==> src/rtl/pipeline_hazard_ctrl_pkg.sv <==
// Shared types for the pipeline sequencing controller: FSM state encoding and
// register-address width used by the hazard comparators.
package pipeline_ctrl_pkg;

  localparam int REG_ADDR_W = 4;

  typedef enum logic [1:0] {
    ST_RUN      = 2'd0,
    ST_MEM_WAIT = 2'd1,
    ST_HALT     = 2'd2
  } state_t;

endpackage

==> src/rtl/pipeline_hazard_ctrl_if.sv <==
// Bundle of hazard inputs and stage-control outputs between the pipeline
// datapath (master) and the sequencing controller (slave).
interface pipeline_hazard_ctrl_if #(
  parameter int CNT_W = 16
);
  import pipeline_ctrl_pkg::*;

  logic [REG_ADDR_W-1:0] id_rs1_addr;
  logic [REG_ADDR_W-1:0] id_rs2_addr;
  logic                  id_uses_rs1;
  logic                  id_uses_rs2;
  logic [REG_ADDR_W-1:0] ex_rd_addr;
  logic                  ex_mem_read;
  logic                  mem_branch_taken;
  logic                  imem_ready;
  // Data memory handshake: an access completes on the cycle where dmem_req and
  // dmem_ready are both high; req held with ready low stalls everything above WB.
  logic                  dmem_req;
  logic                  dmem_ready;

  logic                  pc_enable;
  logic                  pc_redirect;
  logic                  if_id_enable;
  logic                  if_id_flush;
  logic                  id_ex_enable;
  logic                  id_ex_flush;
  logic                  ex_mem_enable;
  logic                  ex_mem_flush;
  logic                  mem_wb_enable;
  logic                  mem_wb_flush;
  logic                  halted;
  logic [CNT_W-1:0]      stall_cycles;
  logic [CNT_W-1:0]      flush_events;

  modport master (
    output id_rs1_addr, id_rs2_addr, id_uses_rs1, id_uses_rs2, ex_rd_addr,
           ex_mem_read, mem_branch_taken, imem_ready, dmem_req, dmem_ready,
    input  pc_enable, pc_redirect, if_id_enable, if_id_flush, id_ex_enable,
           id_ex_flush, ex_mem_enable, ex_mem_flush, mem_wb_enable, mem_wb_flush,
           halted, stall_cycles, flush_events
  );

  modport slave (
    input  id_rs1_addr, id_rs2_addr, id_uses_rs1, id_uses_rs2, ex_rd_addr,
           ex_mem_read, mem_branch_taken, imem_ready, dmem_req, dmem_ready,
    output pc_enable, pc_redirect, if_id_enable, if_id_flush, id_ex_enable,
           id_ex_flush, ex_mem_enable, ex_mem_flush, mem_wb_enable, mem_wb_flush,
           halted, stall_cycles, flush_events
  );

endinterface

==> src/rtl/pipeline_hazard_ctrl_hazard_detect.sv <==
// Combinational load-use comparator: a load in EX whose rd feeds an ID source.
// Register x0 is hard-wired zero and never creates a dependency.
module hazard_detect
  import pipeline_ctrl_pkg::*;
(
  input  logic [REG_ADDR_W-1:0] i_rs1_addr,
  input  logic [REG_ADDR_W-1:0] i_rs2_addr,
  input  logic                  i_uses_rs1,
  input  logic                  i_uses_rs2,
  input  logic [REG_ADDR_W-1:0] i_rd_addr,
  input  logic                  i_ex_mem_read,
  output logic                  o_load_use
);

  logic w_rs1_hit;
  logic w_rs2_hit;

  assign w_rs1_hit  = i_uses_rs1 && (i_rs1_addr == i_rd_addr);
  assign w_rs2_hit  = i_uses_rs2 && (i_rs2_addr == i_rd_addr);
  assign o_load_use = i_ex_mem_read && (i_rd_addr != '0) && (w_rs1_hit || w_rs2_hit);

endmodule

==> src/rtl/pipeline_hazard_ctrl.sv <==
// Central sequencing controller for the 5-stage pipeline: per-stage enable/flush,
// PC redirect, data-memory wait FSM with timeout watchdog, and perf counters.
module pipeline_hazard_ctrl
  import pipeline_ctrl_pkg::*;
#(
  parameter int TIMEOUT = 64,
  parameter int CNT_W   = 16
) (
  input  logic                  clk,
  input  logic                  rst,
  pipeline_hazard_ctrl_if.slave bus,
  output state_t                o_dbg_state
);

  localparam int WAIT_W = $clog2(TIMEOUT);

  state_t             r_state;
  logic [WAIT_W-1:0]  r_wait_cnt;
  logic [CNT_W-1:0]   r_stall_cycles;
  logic [CNT_W-1:0]   r_flush_events;

  logic w_load_use;
  logic w_dmem_stall;
  logic w_branch;
  logic w_pc_en, w_redirect;
  logic w_if_id_en, w_if_id_fl, w_id_ex_en, w_id_ex_fl;
  logic w_ex_mem_en, w_ex_mem_fl, w_mem_wb_en, w_mem_wb_fl;
  logic w_halted;

  hazard_detect u_hazard_detect (
    .i_rs1_addr    (bus.id_rs1_addr),
    .i_rs2_addr    (bus.id_rs2_addr),
    .i_uses_rs1    (bus.id_uses_rs1),
    .i_uses_rs2    (bus.id_uses_rs2),
    .i_rd_addr     (bus.ex_rd_addr),
    .i_ex_mem_read (bus.ex_mem_read),
    .o_load_use    (w_load_use)
  );

  always_comb begin
    w_pc_en      = 1'b1;
    w_redirect   = 1'b0;
    w_if_id_en   = 1'b1;
    w_if_id_fl   = 1'b0;
    w_id_ex_en   = 1'b1;
    w_id_ex_fl   = 1'b0;
    w_ex_mem_en  = 1'b1;
    w_ex_mem_fl  = 1'b0;
    w_mem_wb_en  = 1'b1;
    w_mem_wb_fl  = 1'b0;
    w_halted     = 1'b0;
    w_dmem_stall = 1'b0;
    w_branch     = 1'b0;
    if (rst) begin
      w_pc_en     = 1'b0;
      w_if_id_en  = 1'b0;
      w_id_ex_en  = 1'b0;
      w_ex_mem_en = 1'b0;
      w_mem_wb_en = 1'b0;
      w_if_id_fl  = 1'b1;
      w_id_ex_fl  = 1'b1;
      w_ex_mem_fl = 1'b1;
      w_mem_wb_fl = 1'b1;
    end else begin
      case (r_state)
        ST_RUN: begin
          if (bus.dmem_req && !bus.dmem_ready) begin
            w_dmem_stall = 1'b1;
          end else if (bus.mem_branch_taken) begin
            w_branch    = 1'b1;
            w_redirect  = 1'b1;
            w_if_id_fl  = 1'b1;
            w_id_ex_fl  = 1'b1;
            w_ex_mem_fl = 1'b1;
          end else begin
            if (w_load_use) begin
              w_pc_en    = 1'b0;
              w_if_id_en = 1'b0;
              w_id_ex_fl = 1'b1;
            end
            // With a load-use pending the ID instruction is held, not flushed.
            if (!bus.imem_ready) begin
              w_pc_en = 1'b0;
              if (!w_load_use) w_if_id_fl = 1'b1;
            end
          end
        end
        ST_MEM_WAIT: w_dmem_stall = !bus.dmem_ready;
        default:     w_halted     = 1'b1;
      endcase
      if (w_dmem_stall || w_halted) begin
        w_pc_en     = 1'b0;
        w_if_id_en  = 1'b0;
        w_id_ex_en  = 1'b0;
        w_ex_mem_en = 1'b0;
        w_mem_wb_fl = 1'b1;
      end
    end
  end

  always_ff @(posedge clk or posedge rst) begin
    if (rst) begin
      r_state        <= ST_RUN;
      r_wait_cnt     <= '0;
      r_stall_cycles <= '0;
      r_flush_events <= '0;
    end else begin
      case (r_state)
        ST_RUN: begin
          if (w_dmem_stall) begin
            r_state    <= ST_MEM_WAIT;
            r_wait_cnt <= WAIT_W'(1);
          end
        end
        ST_MEM_WAIT: begin
          if (bus.dmem_ready) begin
            r_state    <= ST_RUN;
            r_wait_cnt <= '0;
          end else if (r_wait_cnt == WAIT_W'(TIMEOUT - 1)) begin
            r_state <= ST_HALT;
          end else begin
            r_wait_cnt <= r_wait_cnt + WAIT_W'(1);
          end
        end
        ST_HALT: r_state <= ST_HALT;
        default: r_state <= ST_RUN;
      endcase
      if (r_state != ST_HALT && !w_pc_en && r_stall_cycles != {CNT_W{1'b1}})
        r_stall_cycles <= r_stall_cycles + CNT_W'(1);
      if (w_branch && r_flush_events != {CNT_W{1'b1}})
        r_flush_events <= r_flush_events + CNT_W'(1);
    end
  end

  assign bus.pc_enable     = w_pc_en;
  assign bus.pc_redirect   = w_redirect;
  assign bus.if_id_enable  = w_if_id_en;
  assign bus.if_id_flush   = w_if_id_fl;
  assign bus.id_ex_enable  = w_id_ex_en;
  assign bus.id_ex_flush   = w_id_ex_fl;
  assign bus.ex_mem_enable = w_ex_mem_en;
  assign bus.ex_mem_flush  = w_ex_mem_fl;
  assign bus.mem_wb_enable = w_mem_wb_en;
  assign bus.mem_wb_flush  = w_mem_wb_fl;
  assign bus.halted        = w_halted;
  assign bus.stall_cycles  = r_stall_cycles;
  assign bus.flush_events  = r_flush_events;
  assign o_dbg_state       = r_state;

endmodule

==> src/flat_wrapper.sv <==
// flat-port wrapper written by rule: the top's interface ports become plain ports
module pipeline_hazard_ctrl_flat import pipeline_ctrl_pkg::*;
#(
  parameter int TIMEOUT = 64,
  parameter int CNT_W   = 16
)
  (clk, rst, o_dbg_state, bus_id_rs1_addr, bus_id_rs2_addr, bus_id_uses_rs1, bus_id_uses_rs2, bus_ex_rd_addr, bus_ex_mem_read, bus_mem_branch_taken, bus_imem_ready, bus_dmem_req, bus_dmem_ready, bus_pc_enable, bus_pc_redirect, bus_if_id_enable, bus_if_id_flush, bus_id_ex_enable, bus_id_ex_flush, bus_ex_mem_enable, bus_ex_mem_flush, bus_mem_wb_enable, bus_mem_wb_flush, bus_halted, bus_stall_cycles, bus_flush_events);
  pipeline_hazard_ctrl_if #(.CNT_W(CNT_W)) bus_i ();
  input  logic clk;
  input  logic rst;
  output state_t o_dbg_state;
  input wire logic [$bits(bus_i.id_rs1_addr)-1:0] bus_id_rs1_addr;
  input wire logic [$bits(bus_i.id_rs2_addr)-1:0] bus_id_rs2_addr;
  input wire logic [$bits(bus_i.id_uses_rs1)-1:0] bus_id_uses_rs1;
  input wire logic [$bits(bus_i.id_uses_rs2)-1:0] bus_id_uses_rs2;
  input wire logic [$bits(bus_i.ex_rd_addr)-1:0] bus_ex_rd_addr;
  input wire logic [$bits(bus_i.ex_mem_read)-1:0] bus_ex_mem_read;
  input wire logic [$bits(bus_i.mem_branch_taken)-1:0] bus_mem_branch_taken;
  input wire logic [$bits(bus_i.imem_ready)-1:0] bus_imem_ready;
  input wire logic [$bits(bus_i.dmem_req)-1:0] bus_dmem_req;
  input wire logic [$bits(bus_i.dmem_ready)-1:0] bus_dmem_ready;
  output wire logic [$bits(bus_i.pc_enable)-1:0] bus_pc_enable;
  output wire logic [$bits(bus_i.pc_redirect)-1:0] bus_pc_redirect;
  output wire logic [$bits(bus_i.if_id_enable)-1:0] bus_if_id_enable;
  output wire logic [$bits(bus_i.if_id_flush)-1:0] bus_if_id_flush;
  output wire logic [$bits(bus_i.id_ex_enable)-1:0] bus_id_ex_enable;
  output wire logic [$bits(bus_i.id_ex_flush)-1:0] bus_id_ex_flush;
  output wire logic [$bits(bus_i.ex_mem_enable)-1:0] bus_ex_mem_enable;
  output wire logic [$bits(bus_i.ex_mem_flush)-1:0] bus_ex_mem_flush;
  output wire logic [$bits(bus_i.mem_wb_enable)-1:0] bus_mem_wb_enable;
  output wire logic [$bits(bus_i.mem_wb_flush)-1:0] bus_mem_wb_flush;
  output wire logic [$bits(bus_i.halted)-1:0] bus_halted;
  output wire logic [$bits(bus_i.stall_cycles)-1:0] bus_stall_cycles;
  output wire logic [$bits(bus_i.flush_events)-1:0] bus_flush_events;
  assign bus_i.id_rs1_addr = bus_id_rs1_addr;
  assign bus_i.id_rs2_addr = bus_id_rs2_addr;
  assign bus_i.id_uses_rs1 = bus_id_uses_rs1;
  assign bus_i.id_uses_rs2 = bus_id_uses_rs2;
  assign bus_i.ex_rd_addr = bus_ex_rd_addr;
  assign bus_i.ex_mem_read = bus_ex_mem_read;
  assign bus_i.mem_branch_taken = bus_mem_branch_taken;
  assign bus_i.imem_ready = bus_imem_ready;
  assign bus_i.dmem_req = bus_dmem_req;
  assign bus_i.dmem_ready = bus_dmem_ready;
  assign bus_pc_enable = bus_i.pc_enable;
  assign bus_pc_redirect = bus_i.pc_redirect;
  assign bus_if_id_enable = bus_i.if_id_enable;
  assign bus_if_id_flush = bus_i.if_id_flush;
  assign bus_id_ex_enable = bus_i.id_ex_enable;
  assign bus_id_ex_flush = bus_i.id_ex_flush;
  assign bus_ex_mem_enable = bus_i.ex_mem_enable;
  assign bus_ex_mem_flush = bus_i.ex_mem_flush;
  assign bus_mem_wb_enable = bus_i.mem_wb_enable;
  assign bus_mem_wb_flush = bus_i.mem_wb_flush;
  assign bus_halted = bus_i.halted;
  assign bus_stall_cycles = bus_i.stall_cycles;
  assign bus_flush_events = bus_i.flush_events;
  pipeline_hazard_ctrl #(.TIMEOUT(TIMEOUT), .CNT_W(CNT_W)) u_core (.clk(clk), .rst(rst), .bus(bus_i), .o_dbg_state(o_dbg_state));
endmodule
==> config.mk <==
export PLATFORM = sky130hd
export DESIGN_NAME = pipeline_hazard_ctrl_flat
export DESIGN_NICKNAME = d
export VERILOG_FILES = /design/src/rtl/pipeline_hazard_ctrl_pkg.sv /design/src/rtl/pipeline_hazard_ctrl_if.sv /design/src/rtl/pipeline_hazard_ctrl_hazard_detect.sv /design/src/rtl/pipeline_hazard_ctrl.sv /design/src/flat_wrapper.sv
export SDC_FILE = /design/constraint.sdc
export NUM_CORES = 1
export LEC_CHECK = 0
export BUFFER_PORTS_ARGS = -buffer_cell sky130_fd_sc_hd__buf_2
export CORE_MARGIN = 3
export CORE_UTILIZATION = 51
export CTS_CLUSTER_SIZE = 28
export DETAILED_ROUTE_END_ITERATION = 6
export GPL_TIMING_DRIVEN = 0
export PLACE_DENSITY = 0.79
export SLEW_MARGIN = 40
export SYNTH_ARGS = -nofsm -noshare
export SYNTH_HDL_FRONTEND = slang
export SYNTH_SLANG_ARGS = --single-unit
export TNS_END_PERCENT = 5
==> constraint.sdc <==
create_clock -name clk -period 2.2 [get_ports clk]
set_input_delay 0 -clock clk [delete_from_list [all_inputs] [get_ports clk]]
set_output_delay 0 -clock clk [all_outputs]
set_load 0.02 [all_outputs]
-- After elaboration in Yosys (flattened, before gate mapping)
Cells that the tools add are included.
- bits in registers: 40
- bits of input ports: 21
- output and inout bits: 45
- word-level logic and storage cells: 83
- add/subtract/negate cells: 3
- eq/ne operators: 11
- muxes and demuxes: 47
- reductions and logical operators: 18
- operator list (cell ; number):
    $mux 1 ; 38
    $add 16x1->16 const B ; 2
    $ne 16x16->1 const B ; 2
    $mux 6 ; 3
    $pmux 6 s2 ; 1
    $eq 4x4->1 ; 2
    $logic_and 1x1->1 ; 8
    $add 6x1->6 const B ; 1
    $eq 6x6->1 const B ; 1
    $mux 2 ; 3
    $pmux 2 s3 ; 1
    $reduce_bool 4->1 ; 1
    $ne 3x2->1 const B ; 1
    $ne 3x3->1 const B ; 1
    $reduce_and 3->1 ; 1
    $eq 2x1->1 const B ; 1
    $eq 2x2->1 const B ; 1
    $logic_not 1->1 ; 2
    $logic_not 2->1 ; 1
    $logic_or 1x1->1 ; 2
    $ne 2x1->1 const B ; 1
    $ne 2x2->1 const B ; 1
    $pmux 1 s2 ; 1
    $reduce_and 2->1 ; 1
    other kinds (2) ; 2

-- Depth between registers and ports, before layout
- depth in word-level cells: 14
- gate-level depth with buffers: 8
- depth with buffers taken out: 7

-- Hierarchy
From an unflattened synthesis, not the netlist that was laid out.
- cell total of the unflattened synthesis: 225
- area total of the unflattened synthesis: 2234.6 um^2
- modules (own cells, without submodules) (module ; times used ; cells each ; area each (um^2) ; sequential area each (um^2)):
    pipeline_hazard_ctrl ; 1 ; 211 ; 2130.8 ; 1001.0
    hazard_detect ; 1 ; 14 ; 103.8 ; 0.0

-- Least setup slack after synthesis
No wires, ideal clock.
- path type: in2reg
- start point: input port rst
- end point: register u_core.r_flush_events[5], in the netlist u_core.bus.flush_events[5]
- setup time: 129 ps
- arrival: 2119 ps
- required time: 2071 ps
- path slack: -48 ps
- stages on the path: 6
- path buffers: 0
- path through: inv_1 nand4_1 a41oi_2 and3_1 nand4_1 xnor2_1
- cells in the longest elaborated chain, start to end: 2
- RTL lines (element ; line ; source):
    from (decl) ; flat_wrapper.sv:10 ; input logic rst;
    $mux 1 ; pipeline_hazard_ctrl.sv:54 ; if (rst) begin
    $logic_and 1x1->1 ; pipeline_hazard_ctrl.sv:130 ; if (w_branch && r_flush_events != {CNT_W{1'b1}})
    to (signal assigned) ; pipeline_hazard_ctrl.sv:131 ; r_flush_events <= r_flush_events + CNT_W'(1);
    to (decl) ; pipeline_hazard_ctrl.sv:20 ; logic [CNT_W-1:0] r_flush_events;
No other way between the ends.
A chain may end at the register's enable or synchronous reset.

-- Worst setup path in the final report
- start point: input port rst
- end point: register u_core.r_flush_events[13], in the netlist u_core.bus.flush_events[13]
Same word-level chain as after synthesis.

==> impl_metrics.yaml <==
synth:
  yosys_warnings: 0
  synth-edff-count: 0
  ys.flop_type: "dfrtp_1"
  ys_seq_elements: 40
  netlist_instances: 221
  synth_async_sr_flop_share: 1.00
  yosysUniqueCellTypes: 40
  syn_area_um2: 2210
  syn_avg_cell_area_um2: 10.0
  synth_nets: 245
  synth-seq-area-share: 0.453
worst_hold_path:
  worstHoldStart: "bus_dmem_req"
  hold_depth: 3
  hold_end: "u_core.o_dbg_state[0]"
  hold_path_class: "in -> reg"
placement:
  port_buffers: 65
  place_ws_ps: 125
  dp_hpwl_um: 3570
  place_congestion: 0.805
sta:
  worstMarginPinSlew_ps: 422
  setup_violations: 0
  drv_slew: 0
  rsz0062_at_grt: "true"
  hold_slack_ps: 84.9
  clock.fmax_ghz: 0.489
  period_share: 0.930
  slew_headroom: 0.715
  final_hold_viol_count: 0
  fin_crit_ps: 2050
  layout_setup_ws_ps: 155
  finalClockSkew_ps: 8.96
worst_setup_path:
  end_kind: "flip-flop"
  worstPathArrival_ps: 2260
  cp.required_ps: 2420
  cp-start-kind: "input pin"
  r2r_end: "u_core.bus.flush_events[13]"
  path_class: "in -> reg"
  r2r.worst_path.cells: 7
  cp_max_fo: 17
  r2r_start: "u_core.o_dbg_state[1]"
  reg2reg_slack_ps: 160
global_routing:
  met1_usage: 0.261
  use_met3: 0.0491
  grtUsageTotal: 0.209
  grt_pass1_vias: 1933
  grt_max_degree: 28
  grt_pass1_wl_um: 8560
  gr-total-overflow: 0
  top_usage_layer: "met2"
  antenna_found_initial: 0
  use_met2: 0.353
cts:
  clk_path_buf_depth: 2
  clk_latency_ps: 300
  h-tree-depth: 2
  numCtsBuffers: 5
  cts_tree: "done"
  cts.sinks: 40
  post_cts_buffers: 0
  clkTransAtPathRegs_ps: 70
  clockRootBuffer: "clkbuf_8"
cells_and_area:
  final_common_cell: "buf_2"
  multi_input_area_um2: 1160
  syn_to_final_growth_pct: 25.5
  nFillCells: 329
  antenna_cells: 0
  mostFrequentLayoutCells: "67 x buf_2, 40 x dfrtp_1, 32 x xor2_1"
  layout-drive-gt1-share: 0.320
  final_nets: 320
  seqCellArea_um2: 1000
floorplan:
  io-pin-count: 66
  core_um2: 4090
  die_y_um: 71.8
  rows: 23
  start_util: 0.541
  die_x_um: 71.8
  dieArea_um2: 5160
drt:
  first_iter_violations: 87
  drt_pass1_iterations: 4
  vias: 1893
  via_per_inst: 5.46
  ant_nets: 0
  post-route-drc-count: 0
  wirelength_um: 4910
  routedWlPerCell_um: 14.1
power:
  total_power_w: 0.00144
  power_density_nw_per_um2: 521
  p_int_w: 0.00111
  clkPwrFrac: 0.419
  ir_worst_vdd_mv: 0.237
  power.switching_w: 0.000332
  swShare: 0.230
  p_leak_nw: 1.44
  seqPwrFrac: 0.512
  power.share.combinational: 0.069
run_status:
  status: "finished clean"
run:
  maxCapViolCount: 0
## sequential cells by signal, summed over array words and instances (netlist names)
name	cells
u_core.bus.stall_cycles	16
u_core.o_dbg_state	2
u_core.r_wait_cnt	6
u_core.bus.flush_events	16
## synthesized netlist by cell type (all sizes together), types with 2 or more instances
library cell / instances / area (um2)
o31ai: 2 / 15.0
nor3b: 3 / 37.5
nand4: 11 / 68.8
ha: 3 / 37.5
xnor2: 10 / 87.6
nor3: 9 / 55.1
dfrtp: 40 / 1000
and2: 2 / 12.5
mux2: 3 / 33.8
or3: 2 / 12.5
nor4: 7 / 75.1
nand3: 10 / 50.1
a21oi: 3 / 15.0
nor2: 23 / 86.3
nand2b: 2 / 12.5
a31oi: 2 / 12.5
nand2: 20 / 75.1
inv: 9 / 33.8
xor2: 32 / 280
buf: 4 / 28.8
o21ai: 5 / 25.0
and3: 7 / 43.8
## final cells by class
type | count | area share
multi-input cells | 167 | 0.419
flip-flops and latches | 40 | 0.361
repair buffers | 68 | 0.132
clock buffers | 5 | 0.0248
well taps | 50 | 0.0226
clock inverters | 3 | 0.0153
inverters | 9 | 0.0135
plain buffers | 5 | 0.0117
## layer usage
metal	share of wire	wire length, um
met3	0.058	287
met1	0.44	2160
met4	0.015	74
met5	0	0
met2	0.49	2390
## worst max path at each step
stage / cells past startpoint / slack, ps / to / start
floorplan: 8 / 290 / u_core.bus.stall_cycles[7] / u_core.bus.stall_cycles[0]
global placement: 7 / -110 / u_core.bus.flush_events[13] / rst
detailed placement: 7 / 120 / u_core.bus.flush_events[13] / u_core.o_dbg_state[1]
finish: 8 / 150 / u_core.bus.flush_events[13] / rst
global route: 8 / -80 / u_core.bus.flush_events[13] / rst
CTS: 8 / 90 / u_core.bus.flush_events[13] / rst
## through the flow
step	setup TNS (ps)	std cells	utilization	cell area, um2
CTS	0	347	0.674	2750
detailed placement	0	337	0.641	2620
finish	0	347	0.679	2770
global route	-141	347	0.679	2770
floorplan	0	221	-	2210
global placement	-416	336	0.637	2600
## critical path, stage by stage
cell,delay (ps)
dlygate4sd3_1,540
buf_2,160
clkinvlp_4,290
nand4_1,260
a41oi_4,370
nand4_1,280
nor3_2,190
xor2_1,170
## cells by family (layout without fill, tap and decap cells)
logic type,Yosys count,in the layout,share of synthesized area
AOI/OAI and AO/OA,21,21,0.0719
xor gates and xnor gates,42,42,0.166
adders and majority gates,3,3,0.0170
buffers and inverters,14,90,0.0300
DFF,40,40,0.453
muxes,3,3,0.0153
and+or+nand+nor,98,98,0.246
## power groups by stage
| stage | Combinational, W | Sequential, W | Clock [W] |
|---|---|---|---|
| floorplan | 0.0000500 | 0.000756 | 0 |
| global placement | 0.0000926 | 0.000754 | 0 |
| detailed placement | 0.0000985 | 0.000754 | 0 |
| CTS | 0.000102 | 0.000739 | 0.000614 |
| global route | 0.000112 | 0.000740 | 0.000642 |
| finish | 0.0000999 | 0.000739 | 0.000605 |
## repair_timing
action,in CTS,in global routing
endpoints found under the setup margin,0,17
endpoints found under the hold margin,15,0
gates resized for setup,0,4
hold buffers,2,0
No activity file was read; power rests on OpenSTA's default activity.
